$ cat src/rtl/pipe_reg_if.sv
`default_nettype none
// ============================================================================
// pipe_reg_if : valid/ready handshake bundle for the pipe_reg pipeline
// Revision    : 1.0
// ============================================================================
interface pipe_reg_if #(
  parameter int WIDTH = 8,
  parameter int DEPTH = 3
);
  logic                         in_valid_i;
  logic                         in_ready_o;
  logic [WIDTH-1:0]             in_data_i;
  logic                         out_valid_o;
  logic                         out_ready_i;
  logic [WIDTH-1:0]             out_data_o;
  logic [$clog2(DEPTH+1)-1:0]   count_o;

  // The pipeline itself is the slave; the environment feeding and draining it is the master.
  modport slave (
    input  in_valid_i, in_data_i, out_ready_i,
    output in_ready_o, out_valid_o, out_data_o, count_o
  );

  modport master (
    output in_valid_i, in_data_i, out_ready_i,
    input  in_ready_o, out_valid_o, out_data_o, count_o
  );
endinterface
`default_nettype wire

$ cat src/rtl/pipe_reg.sv
`default_nettype none
// ============================================================================
// pipe_reg : DEPTH-stage valid/ready register pipeline with bubble collapse
// Revision : 1.0
// ============================================================================
module pipe_reg #(
  parameter int               WIDTH      = 8,
  parameter int               DEPTH      = 3,
  parameter logic [WIDTH-1:0] RESET_DATA = '0
) (
  input  wire logic clk,
  input  wire logic reset_n,
  input  wire logic flush_i,
  pipe_reg_if.slave bus
);

  localparam int CW = $clog2(DEPTH + 1);

  logic [DEPTH-1:0] r_valid;
  logic [WIDTH-1:0] r_data [DEPTH];
  logic [DEPTH-1:0] w_ready;
  logic [CW-1:0]    w_count;

  // A stage can load unless it and every stage after it are full while the output is blocked.
  generate
    for (genvar k = 0; k < DEPTH; k++) begin : g_ready
      assign w_ready[k] = bus.out_ready_i | ~(&r_valid[DEPTH-1:k]);
    end
  endgenerate

  always_ff @(posedge clk or negedge reset_n) begin
    if (!reset_n) begin
      r_valid <= '0;
      for (int k = 0; k < DEPTH; k++) begin
        r_data[k] <= RESET_DATA;
      end
    end else if (flush_i) begin
      r_valid <= '0;
      for (int k = 0; k < DEPTH; k++) begin
        r_data[k] <= RESET_DATA;
      end
    end else begin
      if (w_ready[0]) begin
        r_valid[0] <= bus.in_valid_i;
        r_data[0]  <= bus.in_data_i;
      end
      for (int k = 1; k < DEPTH; k++) begin
        if (w_ready[k]) begin
          r_valid[k] <= r_valid[k-1];
          r_data[k]  <= r_data[k-1];
        end
      end
    end
  end

  always_comb begin
    w_count = '0;
    for (int k = 0; k < DEPTH; k++) begin
      w_count = w_count + CW'(r_valid[k]);
    end
  end

  assign bus.in_ready_o  = w_ready[0] & ~flush_i;
  assign bus.out_valid_o = r_valid[DEPTH-1] & ~flush_i;
  assign bus.out_data_o  = r_data[DEPTH-1];
  assign bus.count_o     = w_count;

endmodule
`default_nettype wire

$ cat src/flat_wrapper.sv
// flat-port wrapper written by rule: the top's interface ports become plain ports
module pipe_reg_flat 
#(
  parameter int               WIDTH      = 8,
  parameter int               DEPTH      = 3,
  parameter logic [WIDTH-1:0] RESET_DATA = '0
)
  (clk, reset_n, flush_i, bus_in_valid_i, bus_in_data_i, bus_out_ready_i, bus_in_ready_o, bus_out_valid_o, bus_out_data_o, bus_count_o);
  pipe_reg_if #(.WIDTH(WIDTH), .DEPTH(DEPTH)) bus_i ();
  input  wire logic clk;
  input  wire logic reset_n;
  input  wire logic flush_i;
  input wire logic [$bits(bus_i.in_valid_i)-1:0] bus_in_valid_i;
  input wire logic [$bits(bus_i.in_data_i)-1:0] bus_in_data_i;
  input wire logic [$bits(bus_i.out_ready_i)-1:0] bus_out_ready_i;
  output wire logic [$bits(bus_i.in_ready_o)-1:0] bus_in_ready_o;
  output wire logic [$bits(bus_i.out_valid_o)-1:0] bus_out_valid_o;
  output wire logic [$bits(bus_i.out_data_o)-1:0] bus_out_data_o;
  output wire logic [$bits(bus_i.count_o)-1:0] bus_count_o;
  assign bus_i.in_valid_i = bus_in_valid_i;
  assign bus_i.in_data_i = bus_in_data_i;
  assign bus_i.out_ready_i = bus_out_ready_i;
  assign bus_in_ready_o = bus_i.in_ready_o;
  assign bus_out_valid_o = bus_i.out_valid_o;
  assign bus_out_data_o = bus_i.out_data_o;
  assign bus_count_o = bus_i.count_o;
  pipe_reg #(.WIDTH(WIDTH), .DEPTH(DEPTH), .RESET_DATA(RESET_DATA)) u_core (.clk(clk), .reset_n(reset_n), .flush_i(flush_i), .bus(bus_i));
endmodule
$ cat config.mk
export PLATFORM = sky130hd
export DESIGN_NAME = pipe_reg_flat
export DESIGN_NICKNAME = d
export VERILOG_FILES = /design/src/rtl/pipe_reg_if.sv /design/src/rtl/pipe_reg.sv /design/src/flat_wrapper.sv
export SDC_FILE = /design/constraint.sdc
export NUM_CORES = 1
export LEC_CHECK = 0
export CAP_MARGIN = 20
export CORE_ASPECT_RATIO = 0.7
export CORE_MARGIN = 3
export CORE_UTILIZATION = 54
export CTS_BUF_LIST = sky130_fd_sc_hd__clkbuf_4 sky130_fd_sc_hd__clkbuf_8 sky130_fd_sc_hd__clkbuf_16
export CTS_CLUSTER_SIZE = 30
export DETAILED_ROUTE_END_ITERATION = 12
export PLACE_DENSITY_LB_ADDON = 0.25
export SLEW_MARGIN = 20
export SYNTH_ARGS = -nofsm -noshare
export SYNTH_HDL_FRONTEND = slang
export SYNTH_SLANG_ARGS = --single-unit
export TNS_END_PERCENT = 5
$ cat constraint.sdc
create_clock -name clk -period 2.4 [get_ports clk]
set_clock_uncertainty 0.2 [all_clocks]
set_input_delay 0.48 -clock clk [delete_from_list [all_inputs] [get_ports clk]]
set_output_delay 0.48 -clock clk [all_outputs]
set_load 0.005 [all_outputs]
==> run metrics <==
fin cells 161; Final Setup Violations 0; Synth Flop Type dfrtp_1; sequential share of power 0.624; Async S/R FF share, synth 1.00; Starting Density 0.587; Yosys top cell area share 0.522; Logic pwr share 0.110; TritonRoute pass-1 iters 4; top cells by area, synth dfrtp_1 (52%), mux2i_1 (19%), nand2b_1 (12%); Netlist Area Pre-Place 1290 sq um; multiplexer share of the synthesized area 0.186; Design Area, Final 1550 sq um; initial antenna violation count 0; fin. max-slew vios 0; # nets final 144; worst slew pin tran 0.386 ns; worst-path fanout max 4; worst skew pair latency 0.32 ns; hold crit path type in2async; Max Cap Violations 0; worst path arrival time 1.58 ns; RSZ-0062 raised after global routing false; Die Y-Extent 47.0 um; sequential share of the synthesized area 0.522; vias per inst 4.81; outcome finished clean; Max Buffers Root-to-Sink 2; largest net degree at the start of global routing 28; Internal Power 0.599 mW; ANT nets after route 0; Post-CTS Hold Buffers 0; first-pass GRT wire length 3.59 mm; placed instance count 157; Fmax achieved 0.443 GHz; CORE AREA 2210 sq um; total track usage 0.162; largest family of logic cells by synthesized area multiplexers; Total Power 0.770 mW; power density cells 496 nW/um^2; DP HPWL 1.53 mm; # DRC 0; post-synthesis simple-gate area fraction 0.150; Mean Syn Cell Area 11.9 sq um; static leakage power 0.782 nW; Mapped Cells 109; CP startpoint kind register; Switching Share 0.223; fin crit share 0.941; sum of negative setup slack 0 ns; total nets after synthesis 123; count leader, synth dfrtp_1; Synth Area in XOR/XNOR 0; boundary pin count 25; worst hold margin 0.312 ns; Synth top cells by count dfrtp_1 (27), mux2i_1 (24), nand2b_1 (24); crit path kind reg2out; Post-synth EDFFs 0; Clock Sink Count 27; FF+latch count, synth 27; Routed WL 2.08 mm; final count of hold timing violations 0; num rows 14; Clock power frac 0.265; post-synthesis compound-gate area fraction 0.0193; clk root buf clkbuf_4; critical path endpoint category primary output; dpl cell area 1520 sq um; Die X 64.5 um; Ant. Diodes 0; CTS clk-pin slew, worst paths 0.13 ns; synth warn 0; Synth Area in Adders 0.0155; H-tree lvl count 1; GR Overflow Total 0; initial detailed-routing violation count 28; Rel. slew slack 0.742; routability congestion estimate 0.736; Area growth syn-to-layout 19.8%; clock buffer count from CTS 3; CP required 1.72 ns; Max rail drop VDD 0.000350 V; WL per Instance 12.9 um; share of cells above drive strength 1 0.0930; switching power 0.172 mW; DR vias 774; TritonCTS clock tree yes; min cycle time layout 2.26 ns; IO Port Bufs 24; biggest area consumer among synthesized cells dfrtp_1; synth unique cells 17; vias in the first global route 797; die area 3030 sq um
## layer usage
| layer | wire length, um | track usage | vias up | share of wire |
|---|---|---|---|---|
| li1 | - | - | 381 | - |
| met1 | 923 | 0.184 | 372 | 0.44 |
| met2 | 1000 | 0.297 | 18 | 0.48 |
| met3 | 135 | 0.0574 | 3 | 0.065 |
| met4 | 18 | 0.0504 | 0 | 0.0087 |
| met5 | 0 | 0 | - | 0 |
## worst paths after layout
path / from / to / slack [ns] / cells after the start
max: u_core.r_valid[0] / bus_count_o[0] / 0.14 / 2
min: reset_n / u_core.bus.out_data_o[2] / 0.31 / 2
max reg2reg: u_core.r_valid[2] / u_core.r_data[10] / 1.09 / 2
min reg2reg: u_core.bus.out_data_o[5] / u_core.bus.out_data_o[5] / 0.33 / 2
max in group asynchronous: reset_n / u_core.r_valid[2] / 1.42 / 2
min in group clk: u_core.bus.out_data_o[5] / u_core.bus.out_data_o[5] / 0.33 / 2
## cell usage in the layout, fill, tap and decap left out, types with 2 or more instances in the layout
cell | netlist | final
dfrtp_1 | 27 | 26
nand2b_1 | 24 | 24
mux2i_1 | 24 | 24
clkdlybuf4s50_1 | 0 | 20
inv_1 | 10 | 10
buf_4 | 9 | 6
clkbuf_4 | 0 | 4
a21oi_1 | 2 | 2
dlygate4sd2_1 | 0 | 2
dlymetal6s2s_1 | 0 | 2
## critical path: stages, from the launching register on
cell and delay, ns:
dfrtp_1 0.45, fa_1 0.56, dlygate4sd2_1 0.24
## kinds of logic after synthesis
| kind of cell | after synthesis |
|---|---|
| buf+inv | 24 |
| fa+ha+maj | 1 |
| mux | 24 |
| simple gates | 29 |
| compound gates | 4 |
| flops | 27 |
## area by class of cell
class	count	area [sq um]
Tap cell	32	40.0
Timing Repair Buffer	30	288
Sequential cell	27	677
Fill cell	181	656
Multi-Input combinational cell	58	479
Inverter	10	37.5
Clock buffer	4	30.0
## power by group through the flow
stage	registers, mW	logic (mW)	clock network (mW)
after CTS	0.481	0.0880	0.213
after detailed placement	0.490	0.0900	0
after floorplan	0.488	0.0433	0
after global routing	0.483	0.0955	0.236
final	0.481	0.0851	0.204
after global placement	0.489	0.0875	0
## stage by stage
step,setup slack [ns],util
6_report,0.142,0.703
3_5_place_dp,-0.180,0.688
3_3_place_gp,-0.161,0.688
5_1_grt,0.0761,0.703
2_1_floorplan,0.774,-
4_1_cts,0.0297,0.700
## flip-flops by register name, summed over array words and instances, names as in the netlist
register / cells
u_core.r_data: 16
u_core.bus.out_data_o: 8
u_core.r_valid: 3
## repair_timing
| item | in CTS | in global routing |
|---|---|---|
| pin swaps | 0 | 1 |
| setup endpoints to repair | 2 | 2 |
| resized for setup | 2 | 3 |
| gates cloned | 0 | 0 |
| buffers inserted | 0 | 0 |
Power figures use the tool's default switching activity.
